$ cat config.mk
export PLATFORM = sky130hd
export DESIGN_NAME = hazard_control
export DESIGN_NICKNAME = d
export VERILOG_FILES = /design/src/rtl/hazard_control.sv
export SDC_FILE = /design/constraint.sdc
export NUM_CORES = 1
export LEC_CHECK = 0
export BUFFER_PORTS_ARGS = -buffer_cell sky130_fd_sc_hd__buf_4
export CORE_MARGIN = 2
export CORE_UTILIZATION = 30
export DETAILED_ROUTE_END_ITERATION = 6
export GPL_TIMING_DRIVEN = 0
export PLACE_DENSITY_LB_ADDON = 0.25
export SLEW_MARGIN = 30
export SYNTH_ARGS = -nofsm -noshare
export SYNTH_HDL_FRONTEND = slang
export SYNTH_SLANG_ARGS = --single-unit
$ cat constraint.sdc
create_clock -name clk -period 2.15 [get_ports clk]
set_clock_uncertainty 0.1 [all_clocks]
set_input_delay 0.3225 -clock clk [delete_from_list [all_inputs] [get_ports clk]]
set_output_delay 0.3225 -clock clk [all_outputs]
set_load 0.02 [all_outputs]
$ cat src/rtl/hazard_control.sv
// hazard_control: pipeline hazard unit for a five-stage in-order core.
// Detects load-use hazards, taken-branch flushes and data-memory waits,
// drives the per-stage enable/flush/bubble controls combinationally, and
// keeps saturating performance counters for stall cycles and flush events.
module hazard_control #(
  parameter int CNT_W = 16
) (
  input  logic             clk,
  input  logic             rst_n,
  input  logic [4:0]       ifid_rs1,
  input  logic [4:0]       ifid_rs2,
  input  logic             ifid_uses_rs2,
  input  logic [4:0]       idex_rd,
  input  logic             idex_memread,
  input  logic             branch_taken,
  input  logic             mem_busy,
  output logic             pc_write,
  output logic             ifid_write,
  output logic             ifid_flush,
  output logic             ctrl_bubble,
  output logic             exmem_flush,
  output logic             pipe_hold,
  output logic [CNT_W-1:0] stall_cycles,
  output logic [CNT_W-1:0] flush_events,
  output logic [1:0]       hz_state
);

  typedef enum logic [1:0] {
    ST_RUN      = 2'd0,
    ST_LU_STALL = 2'd1,
    ST_FLUSH    = 2'd2,
    ST_HOLD     = 2'd3
  } hz_state_e;

  hz_state_e        state_q, state_d;
  logic [CNT_W-1:0] stall_cycles_q, stall_cycles_d;
  logic [CNT_W-1:0] flush_events_q, flush_events_d;

  logic lu;
  logic lu_allowed;

  // Counter increment that sticks at all-ones instead of wrapping.
  function automatic logic [CNT_W-1:0] sat_inc(input logic [CNT_W-1:0] v);
    if (&v) return v;
    return v + {{(CNT_W-1){1'b0}}, 1'b1};
  endfunction

  // Load-use detection; x0 never carries a real dependency.
  always_comb begin
    lu = idex_memread && (idex_rd != 5'd0) &&
         ((idex_rd == ifid_rs1) || (ifid_uses_rs2 && (idex_rd == ifid_rs2)));
    // ID/EX already holds a bubble in LU_STALL and FLUSH, so a match there
    // refers to an instruction that is not really in flight.
    lu_allowed = lu && ((state_q == ST_RUN) || (state_q == ST_HOLD));
  end

  // Prioritised control outputs and next state: branch > mem_busy > load-use.
  always_comb begin
    state_d     = ST_RUN;
    pc_write    = 1'b1;
    ifid_write  = 1'b1;
    ifid_flush  = 1'b0;
    ctrl_bubble = 1'b0;
    exmem_flush = 1'b0;
    pipe_hold   = 1'b0;
    if (!rst_n) begin
      // Park the pipeline in a safe all-NOP configuration while in reset.
      pc_write    = 1'b0;
      ifid_write  = 1'b0;
      ifid_flush  = 1'b1;
      ctrl_bubble = 1'b1;
      exmem_flush = 1'b1;
      state_d     = ST_RUN;
    end else if (branch_taken) begin
      // Squash the three wrong-path instructions; PC loads the target.
      ifid_flush  = 1'b1;
      ctrl_bubble = 1'b1;
      exmem_flush = 1'b1;
      state_d     = ST_FLUSH;
    end else if (mem_busy) begin
      // Freeze everything; no bubble since nothing advances.
      pc_write    = 1'b0;
      ifid_write  = 1'b0;
      pipe_hold   = 1'b1;
      state_d     = ST_HOLD;
    end else if (lu_allowed) begin
      // Hold PC and IF/ID for one cycle and insert a bubble into ID/EX.
      pc_write    = 1'b0;
      ifid_write  = 1'b0;
      ctrl_bubble = 1'b1;
      state_d     = ST_LU_STALL;
    end
  end

  // Saturating performance counter next values.
  always_comb begin
    stall_cycles_d = stall_cycles_q;
    flush_events_d = flush_events_q;
    if (!pc_write)    stall_cycles_d = sat_inc(stall_cycles_q);
    if (branch_taken) flush_events_d = sat_inc(flush_events_q);
  end

  // State and counter registers; reset aborts any stall or flush in progress.
  always_ff @(posedge clk or negedge rst_n) begin
    if (!rst_n) begin
      state_q        <= ST_RUN;
      stall_cycles_q <= '0;
      flush_events_q <= '0;
    end else begin
      state_q        <= state_d;
      stall_cycles_q <= stall_cycles_d;
      flush_events_q <= flush_events_d;
    end
  end

  assign stall_cycles = stall_cycles_q;
  assign flush_events = flush_events_q;
  assign hz_state     = state_q;

endmodule

Word-level counts from Yosys, hierarchy flattened. Cells that the tools add are included.

Flip-flop bits (word level): 34. Input port bits: 21. Output and inout port bits: 40.

Bitwise gates (word level): 1. Add/sub/neg operators: 2. Reduce and logical (&&, ||, !) cells: 12. Equal/unequal tests: 5. Mux-type cells: 23.

Operator list (count): $add A16 B1 Y16 const B (2); $mux W16 (2); $reduce_and A16 Y1 (2); $mux W1 (18); $eq A5 B5 Y1 (2); $mux W2 (3); $reduce_bool A5 Y1 (1); $logic_and A1 B1 Y1 (4); $ne A2 B2 Y1 const B (2); $reduce_and A2 Y1 (2); $eq A2 B2 Y1 const B (1); $logic_not A2 Y1 (1); $logic_or A1 B1 Y1 (2); $not A1 Y1 (1).

Depth between registers and ports, before layout. Gate-level depths: netlist of run 1.

Word-level depth: 12. Mapped depth: 7. Depth with buffers taken out: 7.

Worst setup path before layout of run 1. OpenSTA, ideal clock, no wires.

Path kind: input -> output. Start point: in idex_rd[1]. End point: out pc_write. Data required time: 1.727 ns. Cell stages on the path: 7. Data arrival time: 1.760 ns. Path slack: -0.033 ns. Cell sequence: or4_1 -> o211ai_2 -> nor2_1 -> a21o_4 -> buf_6 -> inv_1 -> buf_4.

Cells in the longest elaborated chain, start to end: 9. Elaborated cells between the ends (all ways): 12. Classes of those cells: eq/ne (2); mux (4); reduce/logical (6).

RTL lines: start: declaration (line 13) `input logic [4:0] idex_rd,`; $eq A5 B5 Y1 (line 51) `((idex_rd == ifid_rs1) || (ifid_uses_rs2 && (idex_rd == ifid_rs2)));`; $logic_and A1 B1 Y1 (line 51); $logic_or A1 B1 Y1 (line 51); $logic_and A1 B1 Y1 (*) (line 50) `lu = idex_memread && (idex_rd != 5'd0) &&`; $logic_and A1 B1 Y1 (*) (line 54) `lu_allowed = lu && ((state_q == ST_RUN) || (state_q == ST_HOLD));`; $mux W1 (*) (4 in series); end: declaration (line 17) `output logic pc_write,`.

Mark *: on every way between the ends. The rest lies on a longest branch, timed or not.

Worst setup path after layout of run 1.
Start point: in idex_rd[4]. End point: out ctrl_bubble.

Cells in the longest elaborated chain, start to end: 9. Elaborated cells between the ends (all ways): 12. Classes of those cells: eq/ne (2); mux (4); reduce/logical (6).

RTL lines: $eq A5 B5 Y1 (line 51); $logic_and A1 B1 Y1 (line 51); $logic_or A1 B1 Y1 (line 51); $logic_and A1 B1 Y1 (*) (line 50); $logic_and A1 B1 Y1 (*) (line 54); $mux W1 (*) (line 86) `end else if (lu_allowed) begin`; $mux W1 (*) (line 80) `end else if (mem_busy) begin`; $mux W1 (*) (line 74) `end else if (branch_taken) begin`; $mux W1 (*) (line 66) `if (!rst_n) begin`; end: declaration (line 20) `output logic ctrl_bubble,`.

Marked as above.

==> flow_summary.json, run 1 <==
{
  "status": "finished, final reports clean",
  "grt_pass1_vias": 1520,
  "clk_pin_slew_ns": 0.07,
  "startpoint_type": "input pin",
  "pwr-share-clk_pct": 22.0,
  "antenna_cells": 0,
  "place_area_um2": 2340,
  "seq_power_share_pct": 42.7,
  "cts_tree": "yes",
  "stdcell_count": 319,
  "ioPinCount": 61,
  "worstHoldPathType": "in2reg",
  "syn_inst": 169,
  "p_sw_mw": 0.783,
  "drive_above_1_share_pct": 38.5,
  "hold_slack_ns": 0.168,
  "antenna_found_initial": 0,
  "path_cells": "buf_8, or4_4, o211ai_2, and2b_2, a21o_1, buf_4",
  "avgSynthCellArea_um2": 10.6,
  "drc": 0,
  "die_area_um2": 6610,
  "die_height_um": 81.3,
  "pwr-share-comb_pct": 35.3,
  "swShare_pct": 35.6,
  "syn_nets": 192,
  "synth-seq-area-share_pct": 47.5,
  "first_pass_iters": 4,
  "coreArea_um2": 5850,
  "clock_latency_ns": 0.28,
  "place.gp.congestion": 0.748,
  "cp_slowest_stage_delay_ns": 0.52,
  "setup_viol": 0,
  "cp.required_ns": 1.73,
  "critPathTopFamily": "simple AND/OR/NAND/NOR gates",
  "synth_seq_cells": 34,
  "grt_pass1_wl_um": 7120,
  "multi_input_area_um2": 905,
  "critPathMaxFanout": 3,
  "syn2layout_area_growth_pct": 40.8,
  "maxSlewViolCount": 0,
  "n_fill_cell": 582,
  "internal-power_mw": 1.42,
  "worst_pin_slew_ns": 0.529,
  "final_nets": 266,
  "post-route-min-period_ns": 2.11,
  "rsz0062_at_grt": "true",
  "start_util_pct": 30.6,
  "cts-root-buf": "clkbuf_8",
  "ys_types": 35,
  "cts_max_path_buffers": 2,
  "pre_cts_ws_ns": -0.172,
  "final_area_um2": 2520,
  "num_vias": 1490,
  "power_mw": 2.20,
  "finalCritPeriodShare_pct": 97.9,
  "relSlewSlack_pct": 64.6,
  "routedWlPerCell_um": 12.8,
  "setup_ws_ns": 0.0449,
  "wl_um": 4070,
  "regArea_um2": 851,
  "cts.sinks": 34,
  "place_inst": 304,
  "antenna_left": 0,
  "dp_hpwl_um": 2920,
  "finalSetupTns_ns": 0,
  "yosysWarnings": 0,
  "end_kind": "output port",
  "row_count": 28,
  "worstPathArrival_ns": 1.68,
  "drv_cap": 0,
  "critPathSlowestCell": "or4_4",
  "cts_buffers": 5,
  "path_buf_inv": 2,
  "ctsHtreeMaxLevel": 2,
  "power.leakage_nw": 1.18,
  "routed_via_density": 4.67,
  "grt_max_degree": 35,
  "gr-total-overflow": 0,
  "die_w_um": 81.3,
  "track_usage_pct": 13.9,
  "crit_type": "in2out",
  "fin_util_pct": 43.1,
  "hold_violations": 0,
  "power_density_nw_per_um2": 872,
  "fmax_mhz": 475,
  "irDropWorstVdd_uv": 557,
  "port_buffers": 60,
  "syn_area_um2": 1790,
  "drtIter0Drc": 55
}
registers in the layout, indices dropped and copies added, names as in the netlist:
name	count
flush_events	16
hz_state	2
stall_cycles	16
logic make-up after synthesis:
| group | synth area share (%) |
|---|---|
| AO/OA/AOI/OAI | 4.96 |
| buffers and inverters | 2.51 |
| flip-flops | 47.5 |
| multiplexers | 2.51 |
| adder cells (fa/ha/maj) | 1.40 |
| AND/OR/NAND/NOR | 22.6 |
| XOR/XNOR | 18.6 |
layer usage:
metal,vias up,GRT usage (%),part of all wire (%)
met2,42,24.3,50
met1,707,16.8,43
met5,-,0,0
li1,736,-,-
met4,0,3.73,0.88
met3,5,3.67,5.5
area by class of cell:
class                           count  area share, %
Multi-Input combinational cell    127           35.9
Tap cell                           75           3.72
Clock buffer                        7           3.42
Inverter                            5          0.893
Sequential cell                    34           33.7
Buffer                              2          0.744
Clock inverter                      1          0.198
Timing Repair Buffer               68           21.4
placed cells by master (no fill, tap or decap), types with 2 or more instances in the layout:
master	n
nand2b_1	2
and3_1	7
xnor2_1	34
inv_1	4
dfrtp_1	34
and3_2	3
nand3_1	15
nand4_1	10
a21oi_1	2
buf_4	64
ha_1	2
clkbuf_8	6
nand2_2	2
mux2_2	4
and4_1	2
nor2_1	8
buf_6	3
xor2_1	4
nand2_1	13
and2_1	2
power groups by stage:
stage	Combinational, mW	Sequential [mW]	Clock [mW]
floorplan	0.287	1.08	0
global placement	0.753	0.950	0
detailed placement	0.765	0.954	0
CTS	0.778	0.944	0.502
global route	0.856	0.969	0.528
finish	0.775	0.939	0.484
cells in the mapped netlist (all sizes together):
master	n	share of area (%)
and4	3	1.5
a21oi	2	0.56
mux2	4	2.5
nand2	15	3.3
nor2	9	1.9
nand3	16	4.7
and3b	1	0.49
nor3	1	0.28
or4	1	0.42
nand3b	1	0.42
o21ai	1	0.28
and3	10	3.7
o22ai	1	0.35
xnor2	34	17
and2	2	0.70
o21a	1	0.42
o211ai	1	0.70
xor2	4	2.0
nand2b	2	0.70
dfrtp	34	47
nand4	10	3.5
buf	3	1.5
inv	5	1.0
nor3b	1	0.42
and2b	1	0.49
a21o	2	1.3
a41oi	2	1.4
ha	2	1.4
path summary, 6_finish.rpt:
check	startpoint	endpoint	slack [ns]	cells after the start
min in group asynchronous	rst_n	flush_events[0]	0.47	3
max in group asynchronous	rst_n	stall_cycles[4]	1.30	3
hold / removal	mem_busy	hz_state[1]	0.17	2
setup / recovery	idex_rd[4]	ctrl_bubble	0.04	6
hold reg to reg	flush_events[9]	flush_events[9]	0.39	1
setup reg to reg	flush_events[7]	flush_events[1]	0.18	4
what timing repair did:
action                                  4_1_cts  5_1_grt
buffers inserted                              3        3
pin swaps                                     2        4
hold buffers                                  2        0
hold endpoints to repair                     34        0
gates resized for setup                       2        6
endpoints found under the setup margin        2        4
Power figures use the tool's default switching activity.
==> run 2, diff against run 1 <==
--- a/config.mk
+++ b/config.mk
@@ -6,7 +6,7 @@
 export NUM_CORES = 1
 export LEC_CHECK = 0
 export BUFFER_PORTS_ARGS = -buffer_cell sky130_fd_sc_hd__buf_4
-export CORE_MARGIN = 2
+export CORE_MARGIN = 5
 export CORE_UTILIZATION = 30
 export DETAILED_ROUTE_END_ITERATION = 6
 export GPL_TIMING_DRIVEN = 0
==> run 2 against run 1 <==
First-iteration DRC count shrank 25%. Final cell count fell by 0.63%. Worst hold slack better by 0.011 ns. Count of clock-buffer cells in the layout fell by 1. Sequential share of layout area is 0.12 points lower. Global-route usage decreased by 2.6 points. Core utilization increased by 0.15 points. Die area up 15%. Clock power is essentially flat. Sequential power about the same. Critical path type unchanged.
==> flow_summary.json, run 2 (same netlist as run 1, synthesis figures left out) <==
{
  "final_nets": 264,
  "fmax_mhz": 472,
  "worstPathArrival_ns": 1.70,
  "power_density_nw_per_um2": 870,
  "crit_type": "in2out",
  "irDropWorstVdd_uv": 714,
  "grt_pass1_vias": 1500,
  "clk_pin_slew_ns": 0.07,
  "cp.required_ns": 1.73,
  "setup_viol": 0,
  "drv_cap": 0,
  "ctsHtreeMaxLevel": 2,
  "reg2reg_depth": 4,
  "num_vias": 1467,
  "cts.sinks": 34,
  "row_count": 28,
  "coreArea_um2": 5850,
  "grt_pass1_wl_um": 6870,
  "drtIter0Drc": 41,
  "maxSlewViolCount": 0,
  "place.gp.congestion": 0.687,
  "crit_start": "idex_rd[4]",
  "place_area_um2": 2340,
  "routedWlPerCell_um": 12.9,
  "dp_hpwl_um": 3010,
  "antenna_found_initial": 0,
  "drc": 0,
  "antenna_cells": 0,
  "syn2layout_area_growth_pct": 41.3,
  "status": "finished, final reports clean",
  "ioPinCount": 61,
  "wl_um": 4100,
  "cts_buffers": 5,
  "track_usage_pct": 11.3,
  "start_util_pct": 30.6,
  "first_pass_iters": 4,
  "die_area_um2": 7620,
  "drive_above_1_share_pct": 38.8,
  "post-route-min-period_ns": 2.12,
  "critPathCapture": "pc_write",
  "hold_violations": 0,
  "finalCritPeriodShare_pct": 98.6,
  "fin_util_pct": 43.3,
  "final_cell_mix": "61 x buf_4, 34 x dfrtp_1, 33 x xnor2_1",
  "gr-total-overflow": 0,
  "r2r-end": "flush_events[1]",
  "antenna_left": 0,
  "critPathMaxFanout": 3,
  "rrSetupSlack_ns": 0.18,
  "worst_pin_slew_ns": 0.494,
  "final_common_cell": "buf_4",
  "hold_slack_ns": 0.179,
  "worstHoldPathType": "in2reg",
  "cts_tree": "yes",
  "startpoint_type": "input pin",
  "die_w_um": 87.3,
  "cts-root-buf": "clkbuf_8",
  "power.leakage_nw": 1.18,
  "rsz0062_at_grt": "true",
  "final_area_um2": 2530,
  "die_height_um": 87.3,
  "grt_max_degree": 35,
  "relSlewSlack_pct": 67.0,
  "routed_via_density": 4.63,
  "clock_latency_ns": 0.28,
  "port_buffers": 60,
  "end_kind": "output port",
  "r2r_start": "flush_events[7]",
  "power_mw": 2.20,
  "cts_max_path_buffers": 2
}
## run 2: cell types whose count changed in the layout (fill, tap and decap cells not counted)
cell        previous run  this run
clkinvlp_4             1         2
o211ai_4               0         1
clkbuf_1               1         0
buf_4                 64        61
xnor2_2                0         1
xnor2_1               34        33
o211ai_2               1         0
buf_6                  3         4
## run 2: critical path: stages
cell and delay (ns):
buf_8 0.10, or4_4 0.53, o211ai_4 0.18, nor2_2 0.07
a21o_4 0.23, clkinvlp_4 0.07, buf_6 0.08, buf_6 0.10
## run 2: layout make-up
class / count / area (um2)
timing repair buffer: 66 / 529
sequential: 34 / 851
tap: 75 / 93.8
buffer: 2 / 18.8
multi-input combinational: 127 / 921
clock inverter: 2 / 12.5
clock buffer: 6 / 82.6
inverter: 5 / 22.5
fill: 572 / 3320
## run 2: routing by layer
metal	global-route usage (%)	wire length, um	vias up	part of all wire (%)
li1	-	-	725	-
met1	14.3	1720	703	42
met2	18.8	2100	35	51
met3	3.22	255	4	6.2
met4	2.79	28	0	0.68
met5	0	0	-	0
## run 2: worst min path at each step
stage | slack (ns) | startpoint | depth (start not counted) | to
floorplan | -0.07 | rst_n | 0 | flush_events[0]
global placement | 0.21 | rst_n | 1 | flush_events[0]
detailed placement | 0.22 | rst_n | 1 | flush_events[1]
CTS | 0.17 | mem_busy | 2 | hz_state[1]
global route | 0.19 | mem_busy | 2 | hz_state[1]
finish | 0.18 | mem_busy | 2 | hz_state[1]
## run 2: repair_timing
item / CTS / global route
hold buffers: 2 / 0
hold endpoints to repair: 34 / 0
resized for setup: 3 / 8
setup buffers: 3 / 1
endpoints found under the setup margin: 2 / 5
pin swaps: 2 / 5
## run 2: metrics by stage
stage	std cells	setup slack, ns	TNS [ns]
detailed placement	304	-0.179	-0.275
CTS	316	0.00594	0
global placement	304	-0.184	-0.284
finish	317	0.0310	0
global route	317	-0.0192	-0.0192
floorplan	169	0.0389	0
## run 2: where the power goes
| part | internal [mW] | switching [mW] | total [mW] |
|---|---|---|---|
| Clock | 0.257 | 0.230 | 0.487 |
| Combinational | 0.385 | 0.394 | 0.778 |
| Sequential | 0.774 | 0.163 | 0.937 |
| Total | 1.42 | 0.787 | 2.20 |
==> run 3, diff against run 2 <==
==> constraint.sdc (replaced) <==
create_clock -name clk -period 2.15 [get_ports clk]
set_clock_uncertainty 0.1 [all_clocks]
set_input_delay 0.5375 -clock clk [delete_from_list [all_inputs] [get_ports clk]]
set_output_delay 0.5375 -clock clk [all_outputs]
set_load 0.02 [all_outputs]
==> run 3 against run 2 <==
The run now ends with setup timing left. First-iteration DRC count shrank 17%. Design area shrank 1.3%. Sequential share of layout area grew 0.45 points. Sequential power grew 0.4%. Total power shrank 0.16%. Routed wire length grew 0.54%. Combinational power is essentially flat. Largest power group unchanged.
==> flow_summary.json, run 3 (same netlist as run 1, synthesis figures left out) <==
{
  "setup_viol": 3,
  "n_fill_cell": 569,
  "crit_type": "in2out",
  "end_kind": "output port",
  "finalSetupTns_ns": -1.22,
  "track_usage_pct": 11.5,
  "coreArea_um2": 5850,
  "pre_cts_ws_ns": -0.596,
  "setup_ws_ns": -0.462,
  "startpoint_type": "input pin",
  "grt_max_degree": 38,
  "antenna_found_initial": 0,
  "final_common_cell": "buf_4",
  "final_area_um2": 2500,
  "clk_pin_slew_ns": 0.06,
  "syn2layout_area_growth_pct": 39.4,
  "cts_max_path_buffers": 2,
  "irDropWorstVdd_uv": 454,
  "grt_pass1_wl_um": 6890,
  "drv_cap": 0,
  "routedWlPerCell_um": 13.0,
  "post-route-min-period_ns": 2.61,
  "cts_buffers": 5,
  "die_w_um": 87.3,
  "gr-total-overflow": 0,
  "critPathSlowestCell": "or4_4",
  "worstPathArrival_ns": 1.97,
  "r2r-end": "flush_events[1]",
  "path_cells": "buf_8, or4_4, o211ai_2, nor2_1, a21o_4, buf_8, clkinvlp_4, buf_6, buf_6",
  "first_pass_iters": 4,
  "cts_tree": "yes",
  "hold_violations": 0,
  "dp_hpwl_um": 3090,
  "fmax_mhz": 383,
  "reg2reg_depth": 4,
  "cp_slowest_stage_delay_ns": 0.52,
  "rrSetupSlack_ns": 0.18,
  "antenna_cells": 0,
  "hold_slack_ns": 0.0419,
  "power.leakage_nw": 1.17,
  "cts_hold_buf": 0,
  "cts-root-buf": "clkbuf_8",
  "cts.sinks": 34,
  "final_cell_mix": "60 x buf_4, 34 x xnor2_1, 34 x dfrtp_1",
  "drive_above_1_share_pct": 37.8,
  "grt_pass1_vias": 1465,
  "die_area_um2": 7620,
  "final_nets": 263,
  "ioPinCount": 61,
  "place_area_um2": 2350,
  "cp.required_ns": 1.51,
  "maxSlewViolCount": 0,
  "worstHoldPathType": "in2async",
  "place.gp.congestion": 0.752,
  "die_height_um": 87.3,
  "clock_latency_ns": 0.28,
  "antenna_left": 0,
  "finalCritPeriodShare_pct": 121,
  "wl_um": 4120,
  "r2r_start": "flush_events[8]",
  "status": "complete, but fails checks",
  "worst_pin_slew_ns": 0.580,
  "ctsHtreeMaxLevel": 2,
  "rsz0062_at_grt": "true",
  "routed_via_density": 4.62,
  "power_density_nw_per_um2": 880,
  "critPathMaxFanout": 2,
  "start_util_pct": 30.6,
  "drtIter0Drc": 34,
  "row_count": 28,
  "violations": "setup timing",
  "port_buffers": 60,
  "drc": 0,
  "num_vias": 1460,
  "relSlewSlack_pct": 61.3
}
## run 3: cell count changes in the layout (fill, tap and decap cells not counted), sizes merged
cell and delta:
clkbuf +1, clkinvlp -1, dlygate4sd3 -1
## run 3: cell type report
type | count | area [um2] | share of cell area [%]
inverters | 5 | 22.5 | 0.902
flip-flops and latches | 34 | 851 | 34.1
well taps | 75 | 93.8 | 3.76
multi-input cells | 127 | 902 | 36.1
plain buffers | 3 | 33.8 | 1.35
clock buffers | 7 | 86.3 | 3.46
clock inverters | 1 | 5.00 | 0.200
repair buffers | 64 | 503 | 20.1
## run 3: worst max path at each step
stage | from | endpoint
floorplan | idex_rd[1] | pc_write
global placement | idex_rd[1] | pc_write
detailed placement | idex_rd[1] | pc_write
CTS | idex_rd[4] | pc_write
global route | idex_rd[4] | pc_write
finish | idex_rd[4] | pc_write
## run 3: stage by stage
stage,util [%],power (mW),instances
floorplan,-,1.37,169
global placement,40.1,1.71,304
detailed placement,40.1,1.73,304
CTS,42.5,2.24,315
global route,42.7,2.36,316
finish,42.7,2.20,316
## run 3: worst max-delay path, delay by kind of cell
kind / cells / cell delay [ns]
and+or+nand+nor: 2 / 0.59
AOI/OAI and AO/OA: 2 / 0.39
buffers and inverters: 5 / 0.45
## run 3: routing by layer
layer / GRT usage (%) / routed length, um
met1: 14.4 / 1800
met3: 3.22 / 235
met5: 0 / 0
met4: 3.77 / 30
met2: 19.0 / 2050
## run 3: timing repair
item	CTS	global route
buffers inserted	3	1
pin swaps	4	3
setup endpoints to repair	5	5
resized for setup	7	1
## run 3: power by group
group / switching [mW] / leakage [nW] / internal, mW
registers: 0.167 / 0.443 / 0.774
logic: 0.394 / 0.675 / 0.381
clock network: 0.225 / 0.0482 / 0.258
total: 0.785 / 1.17 / 1.41
